File: src/rtl/block_map_buffer_if.sv
// rtl/block_map_buffer_if.sv - generator, scroll and cell read signals of the block map buffer
interface block_map_buffer_if #(
  parameter int COLS = 7
);
  logic            load_layer;
  logic [0:COLS-1] layer_map;
  logic [0:COLS-1] block_type;
  logic            map_ready;
  logic            scroll;
  logic [3:0]      rd_layer;
  logic [2:0]      rd_col;
  logic            rd_present;
  logic            rd_type;
  logic [3:0]      layer_count;
  logic            map_valid;
  logic            layer_request;
  logic            overflow;

  modport master (
    output load_layer, layer_map, block_type, map_ready, scroll, rd_layer, rd_col,
    input  rd_present, rd_type, layer_count, map_valid, layer_request, overflow
  );

  modport slave (
    input  load_layer, layer_map, block_type, map_ready, scroll, rd_layer, rd_col,
    output rd_present, rd_type, layer_count, map_valid, layer_request, overflow
  );
endinterface

File: src/rtl/block_map_buffer.sv
// rtl/block_map_buffer.sv - layered playfield store with scroll, refill request and cell read port
module block_map_buffer #(
  parameter int COLS   = 7,
  parameter int LAYERS = 8
) (
  input logic              clk,
  input logic              rst,
  block_map_buffer_if.slave bus
);
  localparam int LW = $clog2(LAYERS);
  localparam int CW = $clog2(COLS);

  typedef enum logic [1:0] {S_IDLE, S_FILL, S_READY, S_REFILL} state_t;

  state_t          state;
  state_t          next_state;
  logic [0:COLS-1] pres_mem [LAYERS];
  logic [0:COLS-1] type_mem [LAYERS];
  logic [3:0]      count;
  logic            full;
  logic            shift_ok;
  logic            load_ok;
  logic            load_drop;
  logic [3:0]      wr_idx;
  logic            rd_hit;
  logic            rd_present_q;
  logic            rd_type_q;
  logic            map_valid_q;
  logic            request_q;
  logic            overflow_q;

  // Scrolls only count in S_READY; a scroll frees a slot, so a load alongside it is never dropped.
  assign full      = (count == 4'(LAYERS));
  assign shift_ok  = bus.scroll && (state == S_READY) && (count != 4'd0);
  assign load_ok   = bus.load_layer && (!full || shift_ok);
  assign load_drop = bus.load_layer && !load_ok;
  assign wr_idx    = shift_ok ? (count - 4'd1) : count;
  assign rd_hit    = (int'(bus.rd_layer) < LAYERS) && (int'(bus.rd_col) < COLS);

  // State register.
  always_ff @(posedge clk or posedge rst) begin
    if (rst) state <= S_IDLE;
    else     state <= next_state;
  end

  // Next-state decode; the load paired with the entering scroll does not end the refill wait.
  always_comb begin
    next_state = state;
    case (state)
      S_IDLE:   if (load_ok)       next_state = S_FILL;
      S_FILL:   if (bus.map_ready) next_state = S_READY;
      S_READY:  if (shift_ok)      next_state = S_REFILL;
      S_REFILL: if (load_ok)       next_state = S_READY;
      default:                     next_state = S_IDLE;
    endcase
  end

  // Layer storage: shift down first, then the incoming layer lands on top of the stack.
  always_ff @(posedge clk or posedge rst) begin
    if (rst) begin
      for (int i = 0; i < LAYERS; i++) begin
        pres_mem[i] <= '0;
        type_mem[i] <= '0;
      end
    end else begin
      if (shift_ok) begin
        for (int i = 0; i < LAYERS - 1; i++) begin
          pres_mem[i] <= pres_mem[i+1];
          type_mem[i] <= type_mem[i+1];
        end
        pres_mem[LAYERS-1] <= '0;
        type_mem[LAYERS-1] <= '0;
      end
      if (load_ok) begin
        pres_mem[wr_idx[LW-1:0]] <= bus.layer_map;
        type_mem[wr_idx[LW-1:0]] <= bus.block_type;
      end
    end
  end

  // Occupancy count, sticky overflow, refill request and map-valid flag.
  always_ff @(posedge clk or posedge rst) begin
    if (rst) begin
      count       <= 4'd0;
      overflow_q  <= 1'b0;
      request_q   <= 1'b0;
      map_valid_q <= 1'b0;
    end else begin
      case ({load_ok, shift_ok})
        2'b10:   count <= count + 4'd1;
        2'b01:   count <= count - 4'd1;
        default: count <= count;
      endcase
      if (load_drop) overflow_q <= 1'b1;
      request_q   <= shift_ok;
      map_valid_q <= (next_state == S_READY) || (next_state == S_REFILL);
    end
  end

  // Registered cell read; sees pre-write contents, out-of-range addresses read as empty.
  always_ff @(posedge clk or posedge rst) begin
    if (rst) begin
      rd_present_q <= 1'b0;
      rd_type_q    <= 1'b0;
    end else if (rd_hit) begin
      rd_present_q <= pres_mem[bus.rd_layer[LW-1:0]][bus.rd_col[CW-1:0]];
      rd_type_q    <= type_mem[bus.rd_layer[LW-1:0]][bus.rd_col[CW-1:0]];
    end else begin
      rd_present_q <= 1'b0;
      rd_type_q    <= 1'b0;
    end
  end

  assign bus.rd_present    = rd_present_q;
  assign bus.rd_type       = rd_type_q;
  assign bus.layer_count   = count;
  assign bus.map_valid     = map_valid_q;
  assign bus.layer_request = request_q;
  assign bus.overflow      = overflow_q;
endmodule

File: src/flat_wrapper.sv
// flat-port wrapper written by rule: the top's interface ports become plain ports
module block_map_buffer_flat 
#(
  parameter int COLS   = 7,
  parameter int LAYERS = 8
)
  (clk, rst, bus_load_layer, bus_layer_map, bus_block_type, bus_map_ready, bus_scroll, bus_rd_layer, bus_rd_col, bus_rd_present, bus_rd_type, bus_layer_count, bus_map_valid, bus_layer_request, bus_overflow);
  block_map_buffer_if #(.COLS(COLS)) bus_i ();
  input logic clk;
  input logic rst;
  input wire logic [$bits(bus_i.load_layer)-1:0] bus_load_layer;
  input wire logic [$bits(bus_i.layer_map)-1:0] bus_layer_map;
  input wire logic [$bits(bus_i.block_type)-1:0] bus_block_type;
  input wire logic [$bits(bus_i.map_ready)-1:0] bus_map_ready;
  input wire logic [$bits(bus_i.scroll)-1:0] bus_scroll;
  input wire logic [$bits(bus_i.rd_layer)-1:0] bus_rd_layer;
  input wire logic [$bits(bus_i.rd_col)-1:0] bus_rd_col;
  output wire logic [$bits(bus_i.rd_present)-1:0] bus_rd_present;
  output wire logic [$bits(bus_i.rd_type)-1:0] bus_rd_type;
  output wire logic [$bits(bus_i.layer_count)-1:0] bus_layer_count;
  output wire logic [$bits(bus_i.map_valid)-1:0] bus_map_valid;
  output wire logic [$bits(bus_i.layer_request)-1:0] bus_layer_request;
  output wire logic [$bits(bus_i.overflow)-1:0] bus_overflow;
  assign bus_i.load_layer = bus_load_layer;
  assign bus_i.layer_map = bus_layer_map;
  assign bus_i.block_type = bus_block_type;
  assign bus_i.map_ready = bus_map_ready;
  assign bus_i.scroll = bus_scroll;
  assign bus_i.rd_layer = bus_rd_layer;
  assign bus_i.rd_col = bus_rd_col;
  assign bus_rd_present = bus_i.rd_present;
  assign bus_rd_type = bus_i.rd_type;
  assign bus_layer_count = bus_i.layer_count;
  assign bus_map_valid = bus_i.map_valid;
  assign bus_layer_request = bus_i.layer_request;
  assign bus_overflow = bus_i.overflow;
  block_map_buffer #(.COLS(COLS), .LAYERS(LAYERS)) u_core (.clk(clk), .rst(rst), .bus(bus_i));
endmodule
File: config.mk
export PLATFORM = sky130hd
export DESIGN_NAME = block_map_buffer_flat
export DESIGN_NICKNAME = d
export VERILOG_FILES = /design/src/rtl/block_map_buffer_if.sv /design/src/rtl/block_map_buffer.sv /design/src/flat_wrapper.sv
export SDC_FILE = /design/constraint.sdc
export NUM_CORES = 1
export LEC_CHECK = 0
export BUFFER_PORTS_ARGS = -buffer_cell sky130_fd_sc_hd__buf_2
export CORE_MARGIN = 5
export CORE_UTILIZATION = 53
export CTS_CLUSTER_DIAMETER = 60
export CTS_CLUSTER_SIZE = 10
export DETAILED_ROUTE_END_ITERATION = 10
export PLACE_DENSITY = 0.8
export SETUP_SLACK_MARGIN = 0.1
export SLEW_MARGIN = 20
export SYNTH_ARGS = -nofsm -noshare
export SYNTH_HDL_FRONTEND = slang
export SYNTH_SLANG_ARGS = --single-unit
File: constraint.sdc
create_clock -name clk -period 5.2 [get_ports clk]
set_clock_uncertainty 0.05 [all_clocks]
set_input_delay 1.04 -clock clk [delete_from_list [all_inputs] [get_ports clk]]
set_output_delay 1.04 -clock clk [all_outputs]
set_load 0.02 [all_outputs]
Word level (Yosys, flattened, before mapping)
Index checks and enable logic that the tools add are counted.
Widths: inputs -> output; s select.
{ "classes": {"add_sub_neg": 2, "n_lt_le_gt_ge": 6, "eq_ne": 8, "mux": 29, "bitwise_logic": 3, "n_reduce_logical": 13} }
{ "op_table": {"columns": ["operator", "n"], "rows": [
  ["$mux 56", 4],
  ["$bwmux 56", 2],
  ["$bmux 7 s3", 2],
  ["$mux 7", 5],
  ["$demux 7 s3", 1],
  ["$ge 4x4->1 const B", 3],
  ["$not 3->4", 3],
  ["$eq 2x2->1 const B", 5],
  ["$mux 2", 4],
  ["$pmux 2 s4", 1],
  ["$pmux 4 s2", 1],
  ["$bmux 1 s3", 2],
  ["$logic_and 1x1->1", 6],
  ["$mux 1", 6],
  ["$add 4x1->4 const B", 1],
  ["$eq 2x1->1 const B", 2],
  ["$eq 4x4->1 const B", 1],
  ["$lt 4x1->1 const B", 1],
  ["$lt 4x4->1 const B", 1],
  ["$reduce_bool 4->1", 1],
  ["$sub 4x1->4 const B", 1],
  ["$lt 3x3->1 const B", 1],
  ["$mux 3", 1],
  ["$logic_not 1->1", 2],
  ["other kinds (3)", 4]
]} }
{ "word_totals": {"reg_bits": 123, "inputBits": 26, "elab_cells": 84} }

Depth between registers and ports, before layout
Gate-level depths: netlist of run 1.
{ "logic_depth": {"word_depth": 11, "depth_mapped": 11, "mapped_depth_nobuf": 9} }

Worst setup path after synthesis of run 1
OpenSTA, ideal clock, no wires.
{ "synth_path": {"path_kind": "reg-to-reg", "from": "register u_core.count[0], in the netlist u_core.bus.layer_count[0]", "to": "register u_core.count[3], in the netlist u_core.bus.layer_count[3]", "t_arrival_ns": 2.881, "required_time_ns": 5.070, "slack_ns": 2.188, "stages_incl_launch_ff": 12, "period_less_slack_ns": 3.012, "cell_sequence": "dfrtp_1 -> inv_2 -> ha_1 -> or3b_2 -> nand2_1 -> inv_1 -> buf_2 -> clkbuf_1 -> ha_1 -> or4_1 -> a21oi_1 -> xor2_1"} }
{ "synth_via": {"elab_chain_cells": 6, "elab_cells_between_ends": 12, "classes_between": "add/sub: 2; eq/ne: 3; mux: 1; reduce/logical: 6"} }
{ "synth_rtl": {"columns": ["item", "line_no", "source"], "rows": [
  ["start, declared", "block_map_buffer.sv:19", "logic [3:0] count;"],
  ["start signal, assigned", "block_map_buffer.sv:90", "2'b10: count <= count + 4'd1;"],
  ["start signal, assigned", "block_map_buffer.sv:91", "2'b01: count <= count - 4'd1;"],
  ["start signal, assigned", "block_map_buffer.sv:92", "default: count <= count;"],
  ["$reduce_bool 4->1 *", "block_map_buffer.sv:34", "assign shift_ok = bus.scroll && (state == S_READY) && (count != 4'd0);"],
  ["$logic_and 1x1->1 *", "block_map_buffer.sv:34", null],
  ["named net u_core.shift_ok", "block_map_buffer.sv:21", "logic shift_ok;"],
  ["$logic_or 1x1->1", "block_map_buffer.sv:35", "assign load_ok = bus.load_layer && (!full || shift_ok);"],
  ["$logic_and 1x1->1", "block_map_buffer.sv:35", null],
  ["$eq 2x1->1 or $eq 2x2->1 (tied branches)", "block_map_buffer.sv:89", "case ({load_ok, shift_ok})"],
  ["$pmux 4 s2 or $reduce_bool 2->1 (tied branches)", null, null]
]} }
Mark *: on every way through the listed nets, which the timed path passes. The rest lies on a longest branch.
A chain may end at the register's enable or synchronous reset.

Final worst setup path of run 1
{ "layout_path": {"from": "register u_core.count[0], in the netlist u_core.bus.layer_count[0]", "to": "register u_core.type_mem[51] (netlist bit)"} }
{ "layout_via": {"elab_chain_cells": 10, "elab_cells_between_ends": 17, "classes_between": "add/sub: 1; order compare: 2; eq/ne: 1; mux: 6; bitwise: 1; reduce/logical: 6"} }
{ "layout_rtl": {"columns": ["item", "line_no", "source"], "rows": [
  ["branches (longest 9 deep; another with $sub 4x1->4)", null, null],
  ["$mux 56 *", "block_map_buffer.sv:74", "if (load_ok) begin"],
  ["end signal, assigned by index", "block_map_buffer.sv:69", "type_mem[i] <= type_mem[i+1];"],
  ["end signal, assigned by index", "block_map_buffer.sv:76", "type_mem[wr_idx[LW-1:0]] <= bus.block_type;"],
  ["end, declared", "block_map_buffer.sv:18", "logic [0:COLS-1] type_mem [LAYERS];"]
]} }
Every way passes the cells marked *.

==> results of run 1 <==
[sequential cells by signal, indices dropped and copies added (netlist names)]
name                      flops
u_core.bus.overflow           1
u_core.pres_mem              56
u_core.bus.rd_type            1
u_core.type_mem              56
u_core.bus.map_valid          1
u_core.bus.rd_present         1
u_core.state                  2
u_core.bus.layer_request      1
u_core.bus.layer_count        4
[synthesized netlist by cell type (2+ instances only)]
| master | number | area share, % |
|---|---|---|
| nand3b_1 | 2 | 0.22 |
| a311oi_1 | 2 | 0.26 |
| o211ai_1 | 9 | 0.99 |
| nor2_1 | 47 | 2.6 |
| nor2b_1 | 4 | 0.37 |
| buf_2 | 38 | 2.8 |
| a21o_1 | 2 | 0.22 |
| inv_1 | 20 | 1.1 |
| buf_6 | 5 | 0.83 |
| ha_1 | 3 | 0.55 |
| a31oi_1 | 44 | 4.0 |
| a21oi_2 | 4 | 0.52 |
| dfrtp_1 | 123 | 45 |
| nand3_1 | 9 | 0.66 |
| xnor2_1 | 3 | 0.39 |
| buf_4 | 2 | 0.22 |
| nand2_1 | 147 | 8.1 |
| o21ai_2 | 14 | 1.8 |
| buf_1 | 2 | 0.11 |
| a22oi_1 | 2 | 0.22 |
| nand4_1 | 3 | 0.28 |
| clkbuf_1 | 13 | 0.72 |
| or4_4 | 2 | 0.33 |
| a211o_1 | 4 | 0.52 |
| o21ai_0 | 58 | 4.3 |
| a21oi_1 | 6 | 0.44 |
| mux4_2 | 28 | 9.3 |
| nand3_2 | 6 | 0.88 |
| mux2i_1 | 68 | 10 |
[critical path, cell delays in order, from the launching register on]
cell and delay [ns]:
dfrtp_1 0.48, inv_2 0.17, ha_1 0.24, or3b_2 0.52
nand2_2 0.12, buf_4 0.73, mux2i_1 0.28, o21ai_0 0.11
[cell usage in the layout, fill, tap and decap left out, types with 2 or more instances in the layout]
cell type | netlist | layout
nand2_1 | 147 | 146
dfrtp_1 | 123 | 123
mux2i_1 | 68 | 68
o21ai_0 | 58 | 58
nor2_1 | 47 | 47
a31oi_1 | 44 | 44
buf_2 | 38 | 34
mux4_2 | 28 | 28
inv_1 | 20 | 18
clkbuf_16 | 0 | 17
o21ai_2 | 14 | 14
o211ai_1 | 9 | 9
nand3_1 | 9 | 9
buf_4 | 2 | 7
a21oi_1 | 6 | 6
nand3_2 | 6 | 6
clkinvlp_4 | 0 | 5
clkinv_2 | 0 | 4
nor2b_1 | 4 | 4
nand4_1 | 3 | 3
xnor2_1 | 3 | 3
ha_1 | 3 | 3
clkbuf_8 | 0 | 3
bufinv_16 | 0 | 3
nand3b_1 | 2 | 2
a21o_1 | 2 | 2
a21oi_2 | 4 | 2
or4_4 | 2 | 2
a21oi_4 | 0 | 2
a211o_2 | 0 | 2
a211o_1 | 4 | 2
a311oi_1 | 2 | 2
a22oi_1 | 2 | 2
[cells by family (layout without fill, tap and decap cells)]
family / Yosys count / count (layout) / synth area share [%]
mux: 96 / 96 / 19.3
compound gates: 147 / 147 / 13.6
xor+xnor: 4 / 4 / 0.515
buf+inv: 82 / 94 / 6.13
fa+ha+maj: 3 / 3 / 0.552
flops: 123 / 123 / 45.3
simple gates: 229 / 229 / 14.7
[power by group through the flow]
stage | registers, mW | logic, mW | clock network, mW
6_report | 1.78 | 1.64 | 1.22
3_3_place_gp | 1.74 | 1.52 | 0
2_1_floorplan | 1.68 | 1.31 | 0
3_5_place_dp | 1.78 | 1.63 | 0
5_1_grt | 1.83 | 1.82 | 1.27
4_1_cts | 1.77 | 1.64 | 1.23
[path summary, 6_finish.rpt]
check                           slack [ns]                   to  depth (start not counted)
worst min register to register        0.42  u_core.bus.overflow                          2
max in group asynchronous             3.48  u_core.pres_mem[26]                          3
worst max register to register        2.31  u_core.type_mem[51]                          7
worst min-delay path                  0.42  u_core.bus.overflow                          2
worst max-delay path                  2.31  u_core.type_mem[51]                          7
min in group asynchronous             0.59  u_core.pres_mem[28]                          2
[area by class of cell]
type / count / area [µm²]
clock inverter: 11 / 143
fill: 1021 / 5080
timing repair buffer: 41 / 223
tap: 172 / 215
sequential: 123 / 3080
inverter: 21 / 82.6
clock buffer: 21 / 470
multi-input combinational: 479 / 3330
[per-stage QoR]
step | worst slack (ns) | total power, mW | instances | hold WS, ns
after floorplan | 0.839 | 3.00 | 684 | 0.441
after CTS | 2.16 | 4.63 | 868 | 0.423
final | 2.31 | 4.63 | 868 | 0.415
after global routing | 2.12 | 4.93 | 868 | 0.460
after detailed placement | 1.97 | 3.40 | 836 | 0.410
after global placement | 2.10 | 3.27 | 836 | 0.399
[per-layer routing]
metal | GRT usage (%) | routed length, µm
met1 | 30.6 | 6670
met2 | 37.7 | 8050
met3 | 6.13 | 1290
met4 | 9.90 | 391
met5 | 0 | 21
==> key figures, run 1 <==
Timing
  • Slew headroom: 22.6%
  • Fmax: 0.346 GHz
  • Endpoints failing hold: 0
  • Tcrit/Tclk final: 55.6%
  • RSZ-0062 raised after global routing: no
  • Slew Limit Fails: 0
  • Slew @ Worst Pin: 1.16 ns
  • Final min period: 2.89 ns
  • Setup TNS: 0 ns
  • Final setup fails: 0

Clocking
  • Clk root buf: clkbuf_16
  • Htree depth: 4
  • Clk Latency, worst-skew pair: 0.42 ns
  • Resize count post-CTS: 0
  • Num CTS Buffers: 17
  • Clk buf depth: 2
  • Setup bufs post-CTS: 0
  • Clock transition at path regs: 0.06 ns
  • Clk sinks: 123
  • Hold-fix buffers, CTS: 0
  • CTS tree: built

Drt
  • Drt via density: around 6
  • Initial DRC count: 575
  • Post-DRT Antenna Nets: 0
  • WL per Instance: 18.9 µm
  • Total wire length: 16400 µm
  • Drt first pass iters: 5
  • Drt drc: 0
  • DR vias: approximately 5300

Synth
  • Ys Warns: 0
  • Mapped cell area: 6800 µm²
  • Fraction of registers with async set/reset: 100%
  • Yosys reg bits: 123
  • Top_reg_cell synth: dfrtp_1
  • Register area share after synthesis: 45.3%
  • Yosys cell types: 43
  • Net Count, Synth: 713
  • Syn_area_per_cell: 9.94 µm²
  • Mapped Cells: 684
  • Number of synthesized flops with an enable pin: 0

Setup path
  • Critical path arrival: 3.12 ns
  • Critical path data required time: roughly 5.4 ns
  • Critical-path maximum fanout: 73
  • Crit start category: flip-flop
  • Critical Path End Type: flip-flop
  • R2R Path Start: u_core.bus.layer_count[0]
  • Crit path launch: u_core.bus.layer_count[0]
  • Crit path kind: flip-flop to flip-flop

GRT
  • GRT overflow: 0
  • Gr usage total: a little under a quarter
  • Vias in the first global route: roughly 5400
  • Initial antenna violation count: 2
  • First-pass GRT wire length: 27700 µm
  • Pin count of the biggest net entering global routing: 84

Pwr
  • Seq pwr share: approximately two fifths
  • Power share of the clock group: between 20% and 30%
  • P_sw: 1.71 mW
  • Switching part of the total power: 36.9%
  • Leak: 3.25 nW
  • Combinational fraction of design power: 35.3%
  • PwrDens: 615 nW/µm²
  • VDD IR-drop max: 0.448 mV
  • Internal Power: 2.93 mW

Floorplan
  • Die Y: 123 µm
  • Core Rows: between 40 and 50
  • Die X: 123 µm
  • Die area: 15200 µm²
  • Ports: 35
  • Initial Util: between 50% and 60%
  • Core area: roughly 13000 µm²

Final layout
  • Layout cells sized above 1: around a fifth
  • Fin util: ~60%
  • N_diodes: 0
  • Layout Nets: 712
  • Area growth syn-to-layout: 10.8%
  • Design area: 7540 µm²

Placement
  • Dpl cell area: 6920 µm²
  • PortBufs: 34
  • Final GP Congestion: 0.890
  • Hpwl dp: 10000 µm

Run status
  • Status: finished clean

Worst hold path
  • Hold Startpoint: u_core.bus.overflow
  • Hold Path Class: flip-flop to flip-flop

Job
  • Total of max-cap violations: 0
No activity file was read; power rests on OpenSTA's default activity.
==> inputs of run 2 (changes only) <==
==> constraint.sdc (replaced) <==
create_clock -name clk -period 3 [get_ports clk]
set_clock_uncertainty 0.05 [all_clocks]
set_input_delay 0.6 -clock clk [delete_from_list [all_inputs] [get_ports clk]]
set_output_delay 0.6 -clock clk [all_outputs]
set_load 0.02 [all_outputs]
==> run 2 against run 1 <==
  * Sequential share of layout area shrank 0.42 points
  * Hold slack lost 0.11 ns
  * Setup slack lost 2.0 ns
  * Highest routed layer unchanged
  * Critical path depth grew 2
==> key figures, run 2 (synthesized netlist as in run 1, its figures left out) <==
Run status
  • Status: finished clean

Clocking
  • Clk Latency, worst-skew pair: roughly 0.42 ns
  • Clk root buf: clkbuf_16
  • Hold-fix buffers, CTS: 0
  • Setup bufs post-CTS: 0
  • Clk sinks: 123
  • Resize count post-CTS: 0
  • Clock transition at path regs: about 0.05 ns
  • Clk buf depth: 2
  • CTS tree: built
  • Num CTS Buffers: 17
  • Htree depth: 4

Timing
  • Final min period: around 2.7 ns
  • Final setup fails: 0
  • Endpoints failing hold: 0
  • RSZ-0062 raised after global routing: no
  • Worst hold slack: 0.308 ns
  • Tcrit/Tclk final: 90.6%
  • Slew @ Worst Pin: around 0.67 ns
  • Setup TNS: 0 ns
  • Slew headroom: 55.2%
  • Slew Limit Fails: 0
  • Fmax: 0.368 GHz

Floorplan
  • Initial Util: 53.9%
  • Core area: 12600 µm²
  • Die area: 15200 µm²
  • Ports: 35
  • Core Rows: 41
  • Die X: 123 µm
  • Die Y: 123 µm

Final layout
  • Most common cell after layout, fill and taps aside: nand2_1
  • Layout cells sized above 1: 21.0%
  • Most frequent cells in the layout: nand2_1 (146), dfrtp_1 (121), mux2i_1 (68)
  • Layout Nets: 723
  • Area growth syn-to-layout: 12.1%

Pwr
  • PwrDens: 1040 nW/µm²
  • Leak: around 3.3 nW
  • VDD IR-drop max: 0.750 mV

GRT
  • Gr busiest metal: met2
  • Gr usage total: 22.9%
  • GRT overflow: 0
  • Met3 usage: between 6 and 7%
  • First-pass GRT wire length: 27000 µm
  • M1 GR Usage: 30.7%
  • Initial antenna violation count: 3
  • Pin count of the biggest net entering global routing: 124
  • M2 GR Usage: a little over a third
  • Vias in the first global route: 5429

Setup path
  • Critical path arrival: approximately 3.0 ns
  • Critical Path End Type: flip-flop
  • Critical-path maximum fanout: 8
  • Crit start category: flip-flop
  • Critical path data required time: 3.28 ns
  • Crit path kind: flip-flop to flip-flop

Job
  • Total of max-cap violations: 0

Drt
  • Initial DRC count: 540
  • Drt drc: 0
  • Drt via density: 6.08
  • Total wire length: 16200 µm
  • WL per Instance: 18.4 µm
  • DR vias: 5340
  • Drt first pass iters: 6
  • Post-DRT Antenna Nets: 0

Placement
  • PortBufs: 34
  • Hpwl dp: 9920 µm
  • Final GP Congestion: 0.893

Worst hold path
  • Hold Path Class: primary input to async pin
## run 2: cell type report
| class | count | area, µm² |
|---|---|---|
| diodes | 1 | 2.50 |
| clock buffers | 24 | 512 |
| clock inverters | 7 | 62.6 |
| fillers | 1004 | 5000 |
| inverters | 21 | 83.8 |
| multi-input cells | 479 | 3310 |
| flip-flops and latches | 123 | 3080 |
| well taps | 172 | 215 |
| repair buffers | 52 | 354 |
## run 2: path summary, 6_finish.rpt
check / start / end / slack (ns) / cells after the start
setup / recovery: u_core.bus.layer_count[0] / u_core.bus.layer_count[3] / 0.28 / 9
hold / removal: rst / u_core.pres_mem[10] / 0.31 / 3
setup reg to reg: u_core.bus.layer_count[0] / u_core.bus.layer_count[3] / 0.28 / 9
hold reg to reg: u_core.bus.overflow / u_core.bus.overflow / 0.41 / 2
max in group asynchronous: rst / u_core.bus.layer_count[1] / 2.04 / 3
min in group clk: bus_map_ready / u_core.bus.map_valid / 0.36 / 2
## run 2: report_power, final
group          internal [mW]  switching, mW  leakage (nW)
combinational           1.30           1.60          1.49
sequential              2.45          0.618          1.54
clock                   1.26          0.699         0.288
## run 2: layer usage
metal	wire [µm]	up-vias	part of all wire [%]
met3	944	38	5.8
met2	7930	183	49
met5	7	-	0.043
met4	418	2	2.6
li1	-	2429	-
met1	6900	2688	43
## run 2: through the flow
step	worst slack (ns)	instance area, µm²	total power, mW	cells	utilization (%)
finish	0.282	7620	7.93	879	60.4
global route	0.128	7620	8.42	879	60.4
CTS	0.214	7590	7.91	877	60.1
detailed placement	0.299	7010	5.92	846	55.6
global placement	0.432	7010	5.69	846	55.6
floorplan	0.126	6810	5.20	684	-
## run 2: worst max-delay path, stage by stage (launching register included)
cell	delay, ns
dfrtp_2	0.46
inv_2	0.13
ha_1	0.24
or3b_2	0.50
nand2_2	0.12
clkinv_2	0.06
ha_2	0.21
or4_1	0.50
a21oi_1	0.19
xor2_1	0.18
==> inputs of run 3 (changes only) <==
--- a/config.mk
+++ b/config.mk
@@ -6,7 +6,7 @@
 export NUM_CORES = 1
 export LEC_CHECK = 0
 export BUFFER_PORTS_ARGS = -buffer_cell sky130_fd_sc_hd__buf_2
-export CORE_MARGIN = 5
+export CORE_MARGIN = 2
 export CORE_UTILIZATION = 53
 export CTS_CLUSTER_DIAMETER = 60
 export CTS_CLUSTER_SIZE = 10
==> run 3 against run 2 <==
  * Critical path depth is 1 lower
  * Die area is 9.5% lower
  * Power is 1.0% lower
  * Flip-flop and latch count stayed put
  * Clock-buffer cell count is 3 lower
  * Sequential share of layout area is 0.27 points higher
  * Global-route usage is 3.0 points higher
  * Final area is 0.67% lower
  * First-iteration DRC count is 10% lower
  * Maximum frequency is 0.82% lower
  * Sequential power hardly changed
  * Core utilization is 0.16 points lower
==> key figures, run 3 (synthesized netlist as in run 1, its figures left out) <==
Placement
  • Hpwl dp: 10200 µm
  • Final GP Congestion: 0.908
  • PortBufs: 34

Clocking
  • Clk sinks: 123
  • Clk buf depth: 2
  • Htree depth: 4
  • Setup bufs post-CTS: 0
  • Num CTS Buffers: 17
  • Clk Latency, worst-skew pair: 0.42 ns
  • Clock transition at path regs: 0.05 ns
  • Clk root buf: clkbuf_16
  • CTS tree: built

Timing
  • Final setup fails: 0
  • Fmax: 0.365 GHz
  • Slew Limit Fails: 0
  • Final min period: 2.74 ns
  • Worst hold slack: approximately 0.12 ns
  • Tcrit/Tclk final: 91.3%
  • Slew @ Worst Pin: roughly 1.2 ns
  • Slew headroom: between 20% and 30%
  • Endpoints failing hold: 0
  • Setup TNS: 0 ns
  • RSZ-0062 raised after global routing: no

GRT
  • Pin count of the biggest net entering global routing: 84
  • GRT overflow: 0
  • Gr usage total: 25.9%
  • Met3 usage: 6.18%
  • M2 GR Usage: 41.1%
  • M1 GR Usage: approximately a third
  • First-pass GRT wire length: ~27000 µm
  • Gr busiest metal: met2
  • Initial antenna violation count: 3
  • Vias in the first global route: 5390

Drt
  • Drt first pass iters: 7
  • Drt via density: 6.15
  • Post-DRT Antenna Nets: 0
  • Initial DRC count: 484
  • WL per Instance: between 15 and 20 µm
  • Total wire length: 16600 µm
  • DR vias: 5397
  • Drt drc: 0

Floorplan
  • Core area: 12600 µm²
  • Core Rows: 41
  • Die Y: 117 µm
  • Die area: 13800 µm²
  • Die X: around 120 µm
  • Ports: 35
  • Initial Util: 54.1%

Final layout
  • Most frequent cells in the layout: nand2_1 (146), dfrtp_1 (121), mux2i_1 (68)
  • Layout Nets: 723
  • Layout cells sized above 1: a little over a fifth
  • Fill cell count: roughly 1000
  • Area growth syn-to-layout: 11.3%
  • Most common cell after layout, fill and taps aside: nand2_1

Setup path
  • Critical path data required time: 3.23 ns
  • CP delay by family, top: buffers and inverters
  • Crit path largest cell delay: 0.87 ns
  • Critical Path End Type: flip-flop
  • Worst setup endpoint: u_core.pres_mem[37]
  • Number of cells on the critical path: 8
  • Crit path launch: u_core.bus.layer_count[0]
  • Worst r2r path cells: 8
  • Crit path kind: flip-flop to flip-flop
  • Crit start category: flip-flop
  • Critical-path maximum fanout: 83
  • Crit path buf inv count: 3
  • Critical-path cell list: inv_2 > ha_1 > or3b_2 > nand2_2 > clkinv_2 > buf_4 > mux2i_1 > o21ai_0
  • R2r endpoint: u_core.pres_mem[37]
  • R2R Setup Slk: 0.26 ns
  • CP max-delay cell: buf_4
  • Critical path arrival: 2.97 ns
  • R2R Path Start: u_core.bus.layer_count[0]

Job
  • Total of max-cap violations: 0

Pwr
  • Seq pwr share: about two fifths
  • Internal Power: 4.91 mW
  • P_sw: between 2 and 3 mW
  • VDD IR-drop max: 0.866 mV
  • Switching part of the total power: 37.4%
  • PwrDens: 1040 nW/µm²
  • Combinational fraction of design power: between 30% and 40%
  • Power share of the clock group: 24.1%
  • Leak: 3.29 nW

Run status
  • Status: finished clean

Worst hold path
  • Hold Path Class: primary input to async pin
-- run 3: cell types whose count changed in the layout (fill, tap and decap cells not counted) --
cell / before / now
buf_16: 1 / 0
buf_4: 14 / 15
clkbuf_8: 6 / 3
clkinv_2: 6 / 8
-- run 3: cell type report --
class / instances / area, µm² / area share, %
flip-flops and latches: 123 / 3080 / 40.7
well taps: 172 / 215 / 2.84
clock buffers: 21 / 470 / 6.21
diodes: 1 / 2.50 / 0.0331
multi-input cells: 479 / 3310 / 43.7
clock inverters: 9 / 72.6 / 0.959
repair buffers: 52 / 334 / 4.41
inverters: 21 / 83.8 / 1.11
-- run 3: timing repair --
item	4_1_cts	5_1_grt
resized for setup	0	1
setup endpoints to repair	0	6
hold buffers	0	0
-- run 3: worst min-delay path by stage --
stage                        startpoint                  end  slack (ns)  cells after the start
floorplan            u_core.type_mem[1]   u_core.type_mem[1]        0.44                      2
global placement    u_core.bus.overflow  u_core.bus.overflow        0.40                      2
detailed placement  u_core.bus.overflow  u_core.bus.overflow        0.41                      2
CTS                                 rst  u_core.pres_mem[35]        0.12                      2
global route                        rst  u_core.pres_mem[29]        0.14                      2
finish                              rst  u_core.pres_mem[29]        0.12                      2
-- run 3: power by group through the flow --
stage          Clock [mW]  Combinational, mW  Sequential, mW
2_1_floorplan           0               2.28            2.92
3_3_place_gp            0               2.69            3.01
3_5_place_dp            0               2.86            3.07
4_1_cts              1.90               2.87            3.05
5_1_grt              1.97               3.17            3.16
6_report             1.89               2.88            3.08
-- run 3: metal layers --
metal  vias up  routed length, µm
li1       2430                  -
met1      2714               6990
met2       203               8210
met3        46                934
met4         4                444
met5         -                 27
-- run 3: worst reg2reg max path, cell delays in order, from the launching register on --
cell and delay [ns]:
dfrtp_2 0.45, inv_2 0.10, ha_1 0.26, or3b_2 0.26, nand2_2 0.08, clkinv_2 0.07
buf_4 0.87, mux2i_1 0.35, o21ai_0 0.11
-- run 3: metrics by stage --
stage | utilization [%] | power [mW] | cell area, µm² | instances | worst slack, ns
detailed placement | 55.9 | 5.93 | 7020 | 847 | 0.259
finish | 60.2 | 7.84 | 7570 | 878 | 0.260
global route | 60.2 | 8.30 | 7570 | 877 | 0.126
global placement | 55.9 | 5.70 | 7020 | 847 | 0.424
floorplan | - | 5.20 | 6810 | 684 | 0.126
CTS | 60.2 | 7.83 | 7560 | 877 | 0.231
